==> config.mk <==
export PLATFORM = sky130hd
export DESIGN_NAME = bus_addr_decoder_flat
export DESIGN_NICKNAME = d
export VERILOG_FILES = /design/src/rtl/bus_addr_decoder_pkg.sv /design/src/rtl/bus_addr_decoder_if.sv /design/src/rtl/bus_addr_decoder_timeout_cnt.sv /design/src/rtl/bus_addr_decoder.sv /design/src/flat_wrapper.sv
export SDC_FILE = /design/constraint.sdc
export NUM_CORES = 1
export LEC_CHECK = 0
export BUFFER_PORTS_ARGS = -buffer_cell sky130_fd_sc_hd__buf_2
export CORE_MARGIN = 3
export CORE_UTILIZATION = 25
export CTS_BUF_LIST = sky130_fd_sc_hd__clkbuf_4
export DETAILED_ROUTE_END_ITERATION = 8
export HOLD_SLACK_MARGIN = 0.02
export PLACE_DENSITY_LB_ADDON = 0.2
export SETUP_SLACK_MARGIN = 0.3
export SLEW_MARGIN = 20
export SYNTH_ARGS = -nofsm -noshare
export SYNTH_HDL_FRONTEND = slang
export SYNTH_HIERARCHICAL = 1
export SYNTH_SLANG_ARGS = --single-unit
==> constraint.sdc <==
create_clock -name clk -period 1.4 [get_ports clk]
set_clock_uncertainty 0.05 [all_clocks]
set_input_delay 0.07 -clock clk [delete_from_list [all_inputs] [get_ports clk]]
set_output_delay 0.07 -clock clk [all_outputs]
set_load 0.01 [all_outputs]
==> src/rtl/bus_addr_decoder_pkg.sv <==
// Shared types and default constants for the bus address decoder slice.
package bus_pkg;

  typedef enum logic [1:0] {
    IDLE   = 2'd0,
    ACTIVE = 2'd1,
    DONE   = 2'd2
  } bus_dec_state_t;

  localparam int BUS_ADDR_W  = 8;
  localparam int BUS_SEL_LSB = 5;
  localparam int BUS_SEL_W   = 2;
  localparam int BUS_N_SLV   = 3;
  localparam int BUS_TIMEOUT = 15;

endpackage

==> src/rtl/bus_addr_decoder_if.sv <==
// Master-side request/completion signals plus per-slave select/acknowledge.
// The decoder connects through the slave modport; the bus master (or a
// testbench standing in for it and for the slaves) uses the master modport.
interface bus_addr_decoder_if
  import bus_pkg::*;
#(
  parameter int ADDR_W = BUS_ADDR_W,
  parameter int N_SLV  = BUS_N_SLV
);

  logic              m_req;
  logic [ADDR_W-1:0] m_addr;
  logic              m_busy;
  logic              m_ack;
  logic              m_err;
  logic [N_SLV-1:0]  s_sel;
  logic [N_SLV-1:0]  s_ack;

  modport master (
    output m_req, m_addr, s_ack,
    input  m_busy, m_ack, m_err, s_sel
  );

  modport slave (
    input  m_req, m_addr, s_ack,
    output m_busy, m_ack, m_err, s_sel
  );

endinterface

==> src/rtl/bus_addr_decoder_timeout_cnt.sv <==
// Saturating ACTIVE-cycle counter; expired flags the last allowed cycle.
// Only instantiated when BUS_ADDR_DECODER_TIMEOUT_EN is defined.
module bus_timeout_cnt #(
  parameter int TIMEOUT = 15
) (
  input  logic clk,
  input  logic reset_n,
  input  logic clr,
  input  logic en,
  output logic expired
);

  localparam int CNT_W = $clog2(TIMEOUT + 1);
  localparam logic [CNT_W-1:0] LAST = CNT_W'(TIMEOUT - 1);

  logic [CNT_W-1:0] cnt_q;
  logic [CNT_W-1:0] cnt_d;

  // Count up while enabled, holding at the last value instead of wrapping.
  always_comb begin
    cnt_d = cnt_q;
    if (clr) begin
      cnt_d = '0;
    end else if (en && (cnt_q != LAST)) begin
      cnt_d = cnt_q + CNT_W'(1);
    end
  end

  // Counter register with synchronous active-low reset.
  always_ff @(posedge clk) begin
    if (!reset_n) begin
      cnt_q <= '0;
    end else begin
      cnt_q <= cnt_d;
    end
  end

  assign expired = (cnt_q == LAST);

endmodule

==> src/rtl/bus_addr_decoder.sv <==
// Registered address decoder / transaction tracker for one master and
// N_SLV slaves. Optional timeout path enabled by BUS_ADDR_DECODER_TIMEOUT_EN;
// without it ACTIVE waits for the selected slave indefinitely.
module bus_addr_decoder
  import bus_pkg::*;
#(
  parameter int ADDR_W  = BUS_ADDR_W,
  parameter int SEL_LSB = BUS_SEL_LSB,
  parameter int SEL_W   = BUS_SEL_W,
  parameter int N_SLV   = BUS_N_SLV,
  parameter int TIMEOUT = BUS_TIMEOUT
) (
  input logic              clk,
  input logic              reset_n,
  bus_addr_decoder_if.slave bus
);

  bus_dec_state_t   state_q, state_d;
  logic [SEL_W-1:0] idx_q, idx_d;
  logic [N_SLV-1:0] s_sel_q, s_sel_d;
  logic             m_ack_q, m_ack_d;
  logic             m_err_q, m_err_d;
  logic             m_busy_q, m_busy_d;

  logic [SEL_W-1:0] reqIdx;
  logic             reqMapped;
  logic             ackHit;
  logic             timeoutHit;
  logic             errCause;

  assign reqIdx    = bus.m_addr[SEL_LSB +: SEL_W];
  assign reqMapped = (int'(reqIdx) < N_SLV);

  // Only the acknowledge of the latched slave counts, and only in ACTIVE.
  always_comb begin
    ackHit = 1'b0;
    for (int i = 0; i < N_SLV; i++) begin
      if ((state_q == ACTIVE) && (idx_q == SEL_W'(i)) && bus.s_ack[i]) begin
        ackHit = 1'b1;
      end
    end
  end

`ifdef BUS_ADDR_DECODER_TIMEOUT_EN
  logic timerClr;
  logic timerEn;

  assign timerClr = (state_q != ACTIVE);
  assign timerEn  = (state_q == ACTIVE) && !ackHit;

  bus_timeout_cnt #(
    .TIMEOUT (TIMEOUT)
  ) u_timeout_cnt (
    .clk     (clk),
    .reset_n (reset_n),
    .clr     (timerClr),
    .en      (timerEn),
    .expired (timeoutHit)
  );
`else
  assign timeoutHit = 1'b0;
`endif

  // State register and registered outputs; reset aborts any transaction.
  always_ff @(posedge clk) begin
    if (!reset_n) begin
      state_q  <= IDLE;
      idx_q    <= '0;
      s_sel_q  <= '0;
      m_ack_q  <= 1'b0;
      m_err_q  <= 1'b0;
      m_busy_q <= 1'b0;
    end else begin
      state_q  <= state_d;
      idx_q    <= idx_d;
      s_sel_q  <= s_sel_d;
      m_ack_q  <= m_ack_d;
      m_err_q  <= m_err_d;
      m_busy_q <= m_busy_d;
    end
  end

  // Next state: accept in IDLE, finish on acknowledge (wins over timeout).
  always_comb begin
    state_d  = state_q;
    idx_d    = idx_q;
    errCause = 1'b0;
    case (state_q)
      IDLE: begin
        if (bus.m_req) begin
          if (reqMapped) begin
            idx_d   = reqIdx;
            state_d = ACTIVE;
          end else begin
            state_d  = DONE;
            errCause = 1'b1;
          end
        end
      end
      ACTIVE: begin
        if (ackHit) begin
          state_d = DONE;
        end else if (timeoutHit) begin
          state_d  = DONE;
          errCause = 1'b1;
        end
      end
      DONE: begin
        state_d = IDLE;
      end
      default: begin
        state_d = IDLE;
      end
    endcase
  end

  // Output next-values derived from where the FSM is heading.
  always_comb begin
    m_busy_d = (state_d != IDLE);
    m_ack_d  = (state_d == DONE);
    m_err_d  = (state_d == DONE) && errCause;
    s_sel_d  = '0;
    for (int i = 0; i < N_SLV; i++) begin
      if ((state_d == ACTIVE) && (idx_d == SEL_W'(i))) begin
        s_sel_d[i] = 1'b1;
      end
    end
  end

  assign bus.s_sel  = s_sel_q;
  assign bus.m_ack  = m_ack_q;
  assign bus.m_err  = m_err_q;
  assign bus.m_busy = m_busy_q;

endmodule

==> src/flat_wrapper.sv <==
// flat-port wrapper written by rule: the top's interface ports become plain ports
module bus_addr_decoder_flat import bus_pkg::*;
#(
  parameter int ADDR_W  = BUS_ADDR_W,
  parameter int SEL_LSB = BUS_SEL_LSB,
  parameter int SEL_W   = BUS_SEL_W,
  parameter int N_SLV   = BUS_N_SLV,
  parameter int TIMEOUT = BUS_TIMEOUT
)
  (clk, reset_n, bus_m_req, bus_m_addr, bus_s_ack, bus_m_busy, bus_m_ack, bus_m_err, bus_s_sel);
  bus_addr_decoder_if #(.ADDR_W(ADDR_W), .N_SLV(N_SLV)) bus_i ();
  input logic clk;
  input logic reset_n;
  input wire logic [$bits(bus_i.m_req)-1:0] bus_m_req;
  input wire logic [$bits(bus_i.m_addr)-1:0] bus_m_addr;
  input wire logic [$bits(bus_i.s_ack)-1:0] bus_s_ack;
  output wire logic [$bits(bus_i.m_busy)-1:0] bus_m_busy;
  output wire logic [$bits(bus_i.m_ack)-1:0] bus_m_ack;
  output wire logic [$bits(bus_i.m_err)-1:0] bus_m_err;
  output wire logic [$bits(bus_i.s_sel)-1:0] bus_s_sel;
  assign bus_i.m_req = bus_m_req;
  assign bus_i.m_addr = bus_m_addr;
  assign bus_i.s_ack = bus_s_ack;
  assign bus_m_busy = bus_i.m_busy;
  assign bus_m_ack = bus_i.m_ack;
  assign bus_m_err = bus_i.m_err;
  assign bus_s_sel = bus_i.s_sel;
  bus_addr_decoder #(.ADDR_W(ADDR_W), .SEL_LSB(SEL_LSB), .SEL_W(SEL_W), .N_SLV(N_SLV), .TIMEOUT(TIMEOUT)) u_core (.clk(clk), .reset_n(reset_n), .bus(bus_i));
endmodule
==> results of run 1 <==
[timing repair]
item | in CTS | in global routing
setup buffers | 3 | 0
endpoints found under the hold margin | 3 | 0
gates resized for setup | 6 | 4
pin swaps | 2 | 3
setup endpoints to repair | 6 | 8
hold buffers | 2 | 0
[flip-flops by register name (all words and copies together), names as in the netlist]
register           flops
u_core/bus.s_sel       3
u_core/idx_q           2
u_core/state_q         2
u_core/bus.m_ack       1
u_core/bus.m_busy      1
u_core/bus.m_err       1
[logic make-up after synthesis]
family	share of synthesized area, %
buf+inv	0.945
compound gates	15.1
flops	50.5
simple gates	30.9
mux	2.52
[Yosys cell counts (all sizes together)]
| master | count |
|---|---|
| a21oi | 1 |
| a31oi | 1 |
| and2 | 2 |
| dfxtp | 10 |
| inv | 1 |
| mux2i | 1 |
| nand2 | 1 |
| nand2b | 2 |
| nand3b | 1 |
| nor2 | 2 |
| nor3 | 6 |
| nor3b | 2 |
| o211a | 1 |
| o21ba | 2 |
| o21bai | 1 |
[how the worst max path moves through the flow]
stage	from	endpoint	slack [ns]
6_report	u_core/state_q[0]$_SDFF_PN0_	u_core/bus.s_sel[2]$_SDFF_PN0_	0.25
5_1_grt	u_core/idx_q[1]$_SDFF_PN0_	u_core/bus.s_sel[2]$_SDFF_PN0_	0.19
4_1_cts	u_core/state_q[0]$_SDFF_PN0_	u_core/idx_q[1]$_SDFF_PN0_	0.22
3_5_place_dp	u_core/idx_q[1]$_SDFF_PN0_	u_core/bus.s_sel[1]$_SDFF_PN0_	0.20
3_3_place_gp	u_core/idx_q[1]$_SDFF_PN0_	u_core/bus.s_sel[1]$_SDFF_PN0_	0.19
2_1_floorplan	u_core/state_q[0]$_SDFF_PN0_	u_core/idx_q[1]$_SDFF_PN0_	0.29
[tightest hold or removal path, stage by stage]
cell	delay [ns]
buf_2	0.12
nor2_1	0.05
nor2_1	0.07
[power groups by stage]
stage	sequential, uW	combinational [uW]	clock (uW)
6_report	314	129	197
5_1_grt	316	141	224
4_1_cts	314	125	213
3_5_place_dp	320	96.3	0
3_3_place_gp	320	96.5	0
2_1_floorplan	323	60.0	0
[area by class of cell]
class | instances | area (sq um) | share of cell area [%]
Multi-Input combinational cell | 23 | 231 | 39.2
Sequential cell | 10 | 203 | 34.3
Timing Repair Buffer | 18 | 108 | 18.2
Clock buffer | 3 | 22.5 | 3.81
Tap cell | 15 | 18.8 | 3.18
Clock inverter | 1 | 3.75 | 0.636
Inverter | 1 | 3.75 | 0.636
[routing by layer]
layer,share of wire [%],GRT usage (%),up-vias
met5,0,0,-
li1,-,-,165
met1,46,10.1,143
met4,0,5.11,0
met3,5.5,3.56,0
met2,48,12.0,6
[metrics by stage]
stage,hold WS (ns),util (%),std cells
2_1_floorplan,0.138,-,34
3_3_place_gp,0.260,34.3,62
3_5_place_dp,0.263,34.3,62
4_1_cts,0.0355,41.2,71
5_1_grt,0.0818,42.2,71
6_report,0.0396,42.2,71
==> flow_summary.toml, run 1 <==
[outcome]
status = "finished, final reports clean"

[power_and_ir_drop]
peakVddDrop_uv = 324
power_density_nw_per_um2 = 1080
p_sw_share_pct = 25.5
p_int_uw = 477
pwr-share-clk_pct = 30.7
p_sw_uw = 163
total_power_uw = 640
p_comb_share_pct = 20.2
p_leak_uw = 0.000266
seqPwrFrac_pct = 49.1

[grt]
grt_util_all_layers_pct = 8.33
grt_start_max_net_pins = 7
grt_pass1_wl_microns = 1190
grt_pass1_vias = 280
overflow = 0
antenna_found_initial = 0

[place]
placed_cell_area_sq_um = 480
port_buffers = 13
hpwl_microns = 535
gp_congestion = 0.591
place_ws_ns = 0.195

[layout]
mostFrequentLayoutCell = "buf_2"
final_area_sq_um = 591
diodes = 0
synthToLayoutAreaGrowth_pct = 48.9
fin_nets = 71
drive_gt1_share_pct = 60.7
layout_common_cells = "buf_2 (13), dfxtp_1 (8), clkbuf_4 (3), nor3_2 (3), buf_4 (3)"
fill_cells = 147

[clocking]
root_buffer = "clkbuf_4"
clk_latency_ns = 0.26
cts_inserted_buffers = 3
clk_pin_slew_ns = 0.07
cts_tree = "yes"
cts_max_path_buffers = 2
cts-htree-levels = 1
clock_sinks = 10

[min_path]
hold_path_class = "input port to flip-flop"
hold_end = "u_core/bus.m_busy$_SDFF_PN0_"
min_from = "bus_m_req"
worstHoldPathCells = 3

[synthesis]
yosys_warnings = 6
ys_seq_area_share_pct = 50.5
ys_types = 18
synth_top_area_cell = "dfxtp_1"
synthTopCellsByArea = "dfxtp_1 (50%), nor3_2 (7.6%), nor3b_2 (6.3%), o21ba_2 (5.0%), o21bai_4 (4.7%)"
netlist_area_sq_um = 397
synth-seq-cells = 10
syn_inst = 34
yosysTopAreaCellShare_pct = 50.5
syn_avg_cell_area_sq_um = 11.7
synth_nets = 48

[sta]
slew_violations = 0
min_period_ns = 1.15
tightest_slew_ns = 0.297
finalCritPeriodShare_pct = 81.9
fmaxAchievable_mhz = 873
setup_viol = 0
grt_setup_unrepaired = "yes"
final_hold_viol_count = 0
fin_ws_ns = 0.254
relSlewSlack_pct = 80.1
finalSetupTns_ns = 0

[critical_path]
slowest_delay_ns = 0.32
cp-start-kind = "flip-flop"
critPathTopFamily = "simple AND/OR/NAND/NOR gates"
crit_buf_inv = 0
criticalPathCategory = "flip-flop to flip-flop"
cp.depth = 4
critical-path-slowest-cell = "dfxtp_2"
end_kind = "flip-flop"
worstPathMaxFanout = 4
rr_worst_depth = 4
critPathRequiredTime_ns = 1.49
reg2reg_from = "u_core/state_q[0]$_SDFF_PN0_"
rrSetupSlack_ns = 0.25
path_cells = "nand2b_4, nor3_4, o21ba_4, nor3b_2"
r2r-end = "u_core/bus.s_sel[2]$_SDFF_PN0_"
worstPathArrival_ns = 1.24

[drt]
dr.first_iter.drc_count = 3
drt-total-wl_microns = 741
wl_per_cell_microns = 10.4
viasPerCell = 4.42
vias = 314
dr.pass1.iters = 4
drc_errors = 0
detail-route-antenna-nets = 0

[die]
die_area_sq_um = 2100
pin_count = 20
die_w_microns = 45.8
rows = 13
start_util_pct = 28.4
die_y_microns = 45.8
core_sq_um = 1400

[job]
cap_viol_max_count = 0
Note: power is estimated with default switching activity, not from simulation.
==> inputs of run 2 (changes only) <==
==> constraint.sdc (replaced) <==
create_clock -name clk -period 1.08 [get_ports clk]
set_clock_uncertainty 0.05 [all_clocks]
set_input_delay 0.054 -clock clk [delete_from_list [all_inputs] [get_ports clk]]
set_output_delay 0.054 -clock clk [all_outputs]
set_load 0.01 [all_outputs]
==> run 2 against run 1 <==
Effect of this change:
- the run now ends with setup timing left
- worst hold slack improved by 0.021 ns
- register-to-register slack got worse by 0.31 ns
- critical path depth unchanged
- global-route usage about the same
- sequential cell count unchanged
- count of clock-buffer cells in the layout unchanged
- clock power increased by 20%
- final area increased by 4.0%
- die area unchanged
- non-clock buffer count increased by 1
- sequential share of layout area decreased by 0.92 points
- sequential power increased by 30%
- critical path type unchanged
- critical endpoint is now u_core/idx_q[1]$_SDFF_PN0_
- largest cell class unchanged
==> flow_summary.toml, run 2 (synthesis gave the netlist of run 1 again) <==
[die]
rows = 13
pin_count = 20
die_w_microns = 45.8
die_area_sq_um = 2100
die_y_microns = 45.8
start_util_pct = 28.4
core_sq_um = 1400

[clocking]
root_buffer = "clkbuf_4"
cts_inserted_buffers = 3
clock_sinks = 10
cts_tree = "yes"
clk_pin_slew_ns = 0.06
clk_latency_ns = 0.25
cts_max_path_buffers = 2
cts-htree-levels = 1

[power_and_ir_drop]
p_sw_uw = 202
peakVddDrop_uv = 588
pwr-share-clk_pct = 28.7
p_comb_share_pct = 21.6
p_sw_share_pct = 24.6
p_leak_uw = 0.000269
power_density_nw_per_um2 = 1340
seqPwrFrac_pct = 49.6
p_int_uw = 619

[critical_path]
reg2reg_from = "u_core/state_q[0]$_SDFF_PN0_"
criticalPathCategory = "flip-flop to flip-flop"
worstPathMaxFanout = 4
r2r-end = "u_core/idx_q[1]$_SDFF_PN0_"
startpoint = "u_core/state_q[0]$_SDFF_PN0_"
rr_worst_depth = 4
slowest_delay_ns = 0.31
critical-path-slowest-cell = "dfxtp_1"
cp.depth = 4
crit_end = "u_core/idx_q[1]$_SDFF_PN0_"
cp-start-kind = "flip-flop"
end_kind = "flip-flop"
critPathTopFamily = "simple AND/OR/NAND/NOR gates"
crit_buf_inv = 0
rrSetupSlack_ns = -0.06
path_cells = "nand2b_4, nor3_2, o21ba_2, and2_2"
critPathRequiredTime_ns = 1.17
worstPathArrival_ns = 1.23

[place]
placed_cell_area_sq_um = 503
gp_congestion = 0.634
hpwl_microns = 549
place_ws_ns = -0.0974
port_buffers = 13

[sta]
fmaxAchievable_mhz = 878
holdWs_ns = 0.0605
grt_setup_unrepaired = "yes"
tightest_slew_ns = 0.396
min_period_ns = 1.14
fin_ws_ns = -0.0589
slew_violations = 0
relSlewSlack_pct = 73.5
final_hold_viol_count = 0
finalCritPeriodShare_pct = 105
setup_viol = 8

[layout]
synthToLayoutAreaGrowth_pct = 54.9
layout_common_cells = "buf_2 (11), dfxtp_1 (6), buf_6 (4), nor3_2 (4), dfxtp_2 (4)"
final_area_sq_um = 614
fin_nets = 72
mostFrequentLayoutCell = "buf_2"
largest_reg_flops = 3
diodes = 0
fill_cells = 133
drive_gt1_share_pct = 67.9

[grt]
grt_pass1_vias = 293
grt_util_all_layers_pct = 8.34
grtUsageMet2_pct = 12.8
antenna_found_initial = 0
met3_usage_pct = 4.74
grt_start_max_net_pins = 6
grt_busiest_layer = "met2"
grt_util_met1_pct = 8.73
overflow = 0
grt_pass1_wl_microns = 1150

[drt]
drc_errors = 0
viasPerCell = 4.55
drt-total-wl_microns = 790
dr.first_iter.drc_count = 5
dr.pass1.iters = 2
vias = 323
detail-route-antenna-nets = 0
wl_per_cell_microns = 11.1

[outcome]
status = "finished with violations"
violations = "setup timing"

[min_path]
hold_path_class = "input port to flip-flop"
min_from = "bus_m_req"

[job]
cap_viol_max_count = 0
-- run 2: cell types whose count changed in the layout (fill, tap and decap cells not counted), moves of 2 or more --
cell / delta
buf_6: +4
o21ba_4: -2
dfxtp_2: +2
dfxtp_1: -2
buf_2: -2
nor2_1: -2
buf_4: -2
o21ba_2: +2
-- run 2: final cells by class --
cell class	count	area, sq um	area share, %
multi-input combinational	23	226	36.9
sequential	10	205	33.4
tap	15	18.8	3.05
timing repair buffer	19	138	22.4
inverter	1	3.75	0.611
clock buffer	3	22.5	3.67
-- run 2: routing by layer --
metal  share of wire, %  vias to the layer above
li1                   -                      165
met1                 42                      150
met2                 51                        6
met3                6.1                        2
met4               0.76                        0
met5                  0                        -
-- run 2: worst min-delay path by stage --
stage,to,slack [ns],cells after the start
after floorplan,u_core/bus.m_err$_SDFF_PN0_,0.12,2
final,u_core/bus.m_err$_SDFF_PN0_,0.06,3
after global routing,u_core/bus.m_err$_SDFF_PN0_,0.06,3
after detailed placement,u_core/idx_q[0]$_SDFF_PN0_,0.24,2
after CTS,u_core/bus.m_busy$_SDFF_PN0_,0.04,3
after global placement,u_core/idx_q[0]$_SDFF_PN0_,0.25,2
-- run 2: power by group through the flow --
| stage | clock, uW | combinational (uW) | sequential, uW |
|---|---|---|---|
| 6_report | 236 | 178 | 408 |
| 5_1_grt | 258 | 193 | 410 |
| 4_1_cts | 247 | 156 | 404 |
| 3_5_place_dp | 0 | 139 | 412 |
| 3_3_place_gp | 0 | 139 | 412 |
| 2_1_floorplan | 0 | 77.7 | 419 |
-- run 2: repair_timing --
action                                 4_1_cts  5_1_grt
setup endpoints to repair                   15       16
endpoints found under the hold margin        3        0
pin swaps                                    5        4
gates cloned                                 0        0
buffers inserted                             0        0
gates resized for setup                      4       11
hold buffers                                 3        0
-- run 2: worst register-to-register path, stage by stage, from the launching register on --
cell,delay [ns]
dfxtp_1,0.31
nand2b_4,0.15
nor3_2,0.12
o21ba_2,0.21
and2_2,0.19
-- run 2: per-stage QoR --
stage          utilization, %  total power, uW  instances  TNS, ns
6_report                 43.9              821         71   -0.302
5_1_grt                  43.9              861         71   -0.702
4_1_cts                  40.9              807         71   -0.372
3_5_place_dp             36.0              551         65   -0.391
3_3_place_gp             36.0              551         65   -0.449
2_1_floorplan               -              497         34  -0.0407
==> inputs of run 3 (changes only) <==
--- a/config.mk
+++ b/config.mk
@@ -5,10 +5,12 @@
 export SDC_FILE = /design/constraint.sdc
 export NUM_CORES = 1
 export LEC_CHECK = 0
+export ABC_AREA = 1
 export BUFFER_PORTS_ARGS = -buffer_cell sky130_fd_sc_hd__buf_2
 export CORE_MARGIN = 3
 export CORE_UTILIZATION = 25
 export CTS_BUF_LIST = sky130_fd_sc_hd__clkbuf_4
+export CTS_CLUSTER_SIZE = 16
 export DETAILED_ROUTE_END_ITERATION = 8
 export HOLD_SLACK_MARGIN = 0.02
 export PLACE_DENSITY_LB_ADDON = 0.2
==> run 3 against run 2 <==
Effect of this change:
- critical endpoint is now u_core/bus.m_busy$_SDFF_PN0_
- register-to-register slack better by 0.07 ns
- the run ends with hold timing left
- synthesized cell count up 62%
- via count up 19%
- power up 7.7%
- fmax up 6.1%
- global-route usage up 0.31 points
- utilization down 0.36 points
- count of clock-buffer cells in the layout unchanged
- first-iteration DRC count down 40%
==> flow_summary.toml, run 3 <==
[critical_path]
crit_top_cell = "nand2_4"
r2r-end = "u_core/bus.m_busy$_SDFF_PN0_"
end_kind = "flip-flop"
slowest_delay_ns = 0.31
critical-path-slowest-cell = "dfxtp_1"
criticalPathCategory = "flip-flop to flip-flop"
rr_worst_depth = 8
worstPathMaxFanout = 4
worstPathArrival_ns = 1.18
rrSetupSlack_ns = 0.007
critPathRequiredTime_ns = 1.19
path_cells = "inv_2, nor2_1, nor2_2, nand3_2, nand2_2, nand2_4, nand2_4, nand2_1"
cp-start-kind = "flip-flop"
reg2reg_from = "u_core/idx_q[1]$_SDFF_PN0_"

[outcome]
status = "finished with violations"
violations = "hold timing"

[clocking]
root_buffer = "clkbuf_4"
cts-htree-levels = 1
clk_pin_slew_ns = 0.07
cts_tree = "yes"
cts_inserted_buffers = 3
clock_sinks = 10
cts_max_path_buffers = 2
clk_latency_ns = 0.26

[layout]
largest_reg_flops = 3
fin_nets = 91
layout_common_cells = "buf_2 (11), nand2_1 (9), inv_1 (8), nand2_2 (8), nor2_1 (7)"
final_area_sq_um = 609
fill_cells = 151
diodes = 0
mostFrequentLayoutCell = "buf_2"
synthToLayoutAreaGrowth_pct = 51.2
drive_gt1_share_pct = 56.6

[power_and_ir_drop]
total_power_uw = 885
p_sw_share_pct = 29.8
p_comb_share_pct = 22.8
p_int_uw = 622
seqPwrFrac_pct = 46.8
peakVddDrop_uv = 613
power_density_nw_per_um2 = 1450
pwr-share-clk_pct = 30.4
p_sw_uw = 263
p_leak_uw = 0.000318

[job]
cap_viol_max_count = 0

[place]
placed_cell_area_sq_um = 499
gp_congestion = 0.694
port_buffers = 13
hpwl_microns = 616

[synthesis]
synth.most_common_cell = "nand2_1"
synth_nets = 69
yosysTopAreaCellShare_pct = 49.7
ys_types = 11
syn_inst = 55
yosys_warnings = 6
synthTopCellsByArea = "dfxtp_1 (50%), nand2_1 (16%), inv_1 (9.3%), nor2_1 (7.5%), nand3_2 (5.0%)"
ys_seq_area_share_pct = 49.7
async_reset_ff_share_pct = 0
netlist_area_sq_um = 403
synth-seq-cells = 10
syn_avg_cell_area_sq_um = 7.33
ys.flop_type = "dfxtp_1"
synth_edf_count = 0
synth_top_cells_by_count = "nand2_1 (17), dfxtp_1 (10), inv_1 (10), nor2_1 (8)"
synth_top_area_cell = "dfxtp_1"

[sta]
min_period_ns = 1.07
slew_violations = 0
tightest_slew_ns = 0.205
holdWs_ns = -0.00971
fmaxAchievable_mhz = 932
finalCritPeriodShare_pct = 99.4
setup_viol = 0
relSlewSlack_pct = 86.3
grt_setup_unrepaired = "yes"
final_hold_viol_count = 1

[drt]
drc_errors = 0
viasPerCell = 4.21
vias = 383
drt-total-wl_microns = 870
wl_per_cell_microns = 9.56
detail-route-antenna-nets = 0
dr.pass1.iters = 2
dr.first_iter.drc_count = 3

[min_path]
hold_end = "u_core/state_q[0]$_SDFF_PN0_"
worstHoldPathCells = 3
min_from = "reset_n"
hold_path_class = "input port to flip-flop"

[grt]
grt_pass1_wl_microns = 1200
grt_pass1_vias = 304
grt_start_max_net_pins = 7
antenna_found_initial = 0
overflow = 0
grt_util_all_layers_pct = 8.65

[die]
die_y_microns = 46.1
core_sq_um = 1400
rows = 13
pin_count = 20
start_util_pct = 28.8
die_w_microns = 46.1
die_area_sq_um = 2130
==> run 3: cell families (layout without fill, tap and decap cells) <==
group | count (synthesis) | in the layout | share of synthesized area, %
buffers and inverters | 10 | 31 | 9.32
DFF | 10 | 10 | 49.7
and+or+nand+nor | 33 | 33 | 37.6
AOI/OAI and AO/OA | 2 | 2 | 3.42
==> run 3: worst max path at each step <==
stage                                  from  depth (start not counted)  slack, ns                        endpoint
6_report         u_core/idx_q[1]$_SDFF_PN0_                          8      0.007    u_core/bus.m_busy$_SDFF_PN0_
2_1_floorplan    u_core/idx_q[1]$_SDFF_PN0_                          8        0.1  u_core/bus.s_sel[2]$_SDFF_PN0_
3_3_place_gp     u_core/idx_q[1]$_SDFF_PN0_                          8       0.01  u_core/bus.s_sel[2]$_SDFF_PN0_
5_1_grt        u_core/state_q[0]$_SDFF_PN0_                          7      -0.07  u_core/bus.s_sel[1]$_SDFF_PN0_
4_1_cts        u_core/state_q[1]$_SDFF_PN0_                          8      0.004    u_core/bus.m_busy$_SDFF_PN0_
3_5_place_dp     u_core/idx_q[1]$_SDFF_PN0_                          8       0.02    u_core/bus.m_busy$_SDFF_PN0_
==> run 3: worst max-delay path, delay by kind of cell, from the launching register on <==
| family | cells | cell delay, ns |
|---|---|---|
| simple gates | 7 | 0.54 |
| flops | 1 | 0.31 |
| buf+inv | 1 | 0.07 |
==> run 3: cell type report <==
class | instances | area [sq um] | share of cell area, %
Clock buffer | 3 | 22.5 | 3.70
Clock inverter | 1 | 3.75 | 0.616
Inverter | 10 | 37.5 | 6.16
Multi-Input combinational cell | 35 | 211 | 34.7
Sequential cell | 10 | 208 | 34.1
Tap cell | 15 | 18.8 | 3.08
Timing Repair Buffer | 17 | 108 | 17.7
==> run 3: through the flow <==
stage               setup slack [ns]  utilization (%)  std cells  setup TNS, ns
floorplan                     0.0988                -         55              0
global placement              0.0146             35.7         84              0
detailed placement            0.0173             35.7         84              0
CTS                          0.00388             39.4         90              0
global route                 -0.0725             43.6         91         -0.265
finish                       0.00668             43.6         91              0
==> run 3: timing repair <==
| action | in CTS | in global routing |
|---|---|---|
| resized for setup | 4 | 14 |
| endpoints found under the setup margin | 16 | 16 |
| buffers inserted | 2 | 1 |
| endpoints found under the hold margin | 3 | 2 |
| pin swaps | 2 | 10 |
==> run 3: layer usage <==
metal	track usage [%]	up-vias	share of wire (%)
met4	6.82	0	1.0
met1	9.32	169	42
met2	12.4	6	50
met5	0	-	0
li1	-	206	-
met3	4.69	2	6.2
==> run 3: power groups by stage <==
stage                     clock network, uW  registers (uW)  logic (uW)
after floorplan                           0             428        88.9
after global placement                    0             419         149
after detailed placement                  0             419         148
after CTS                               272             411         167
after global routing                    300             418         223
final                                   269             414         202
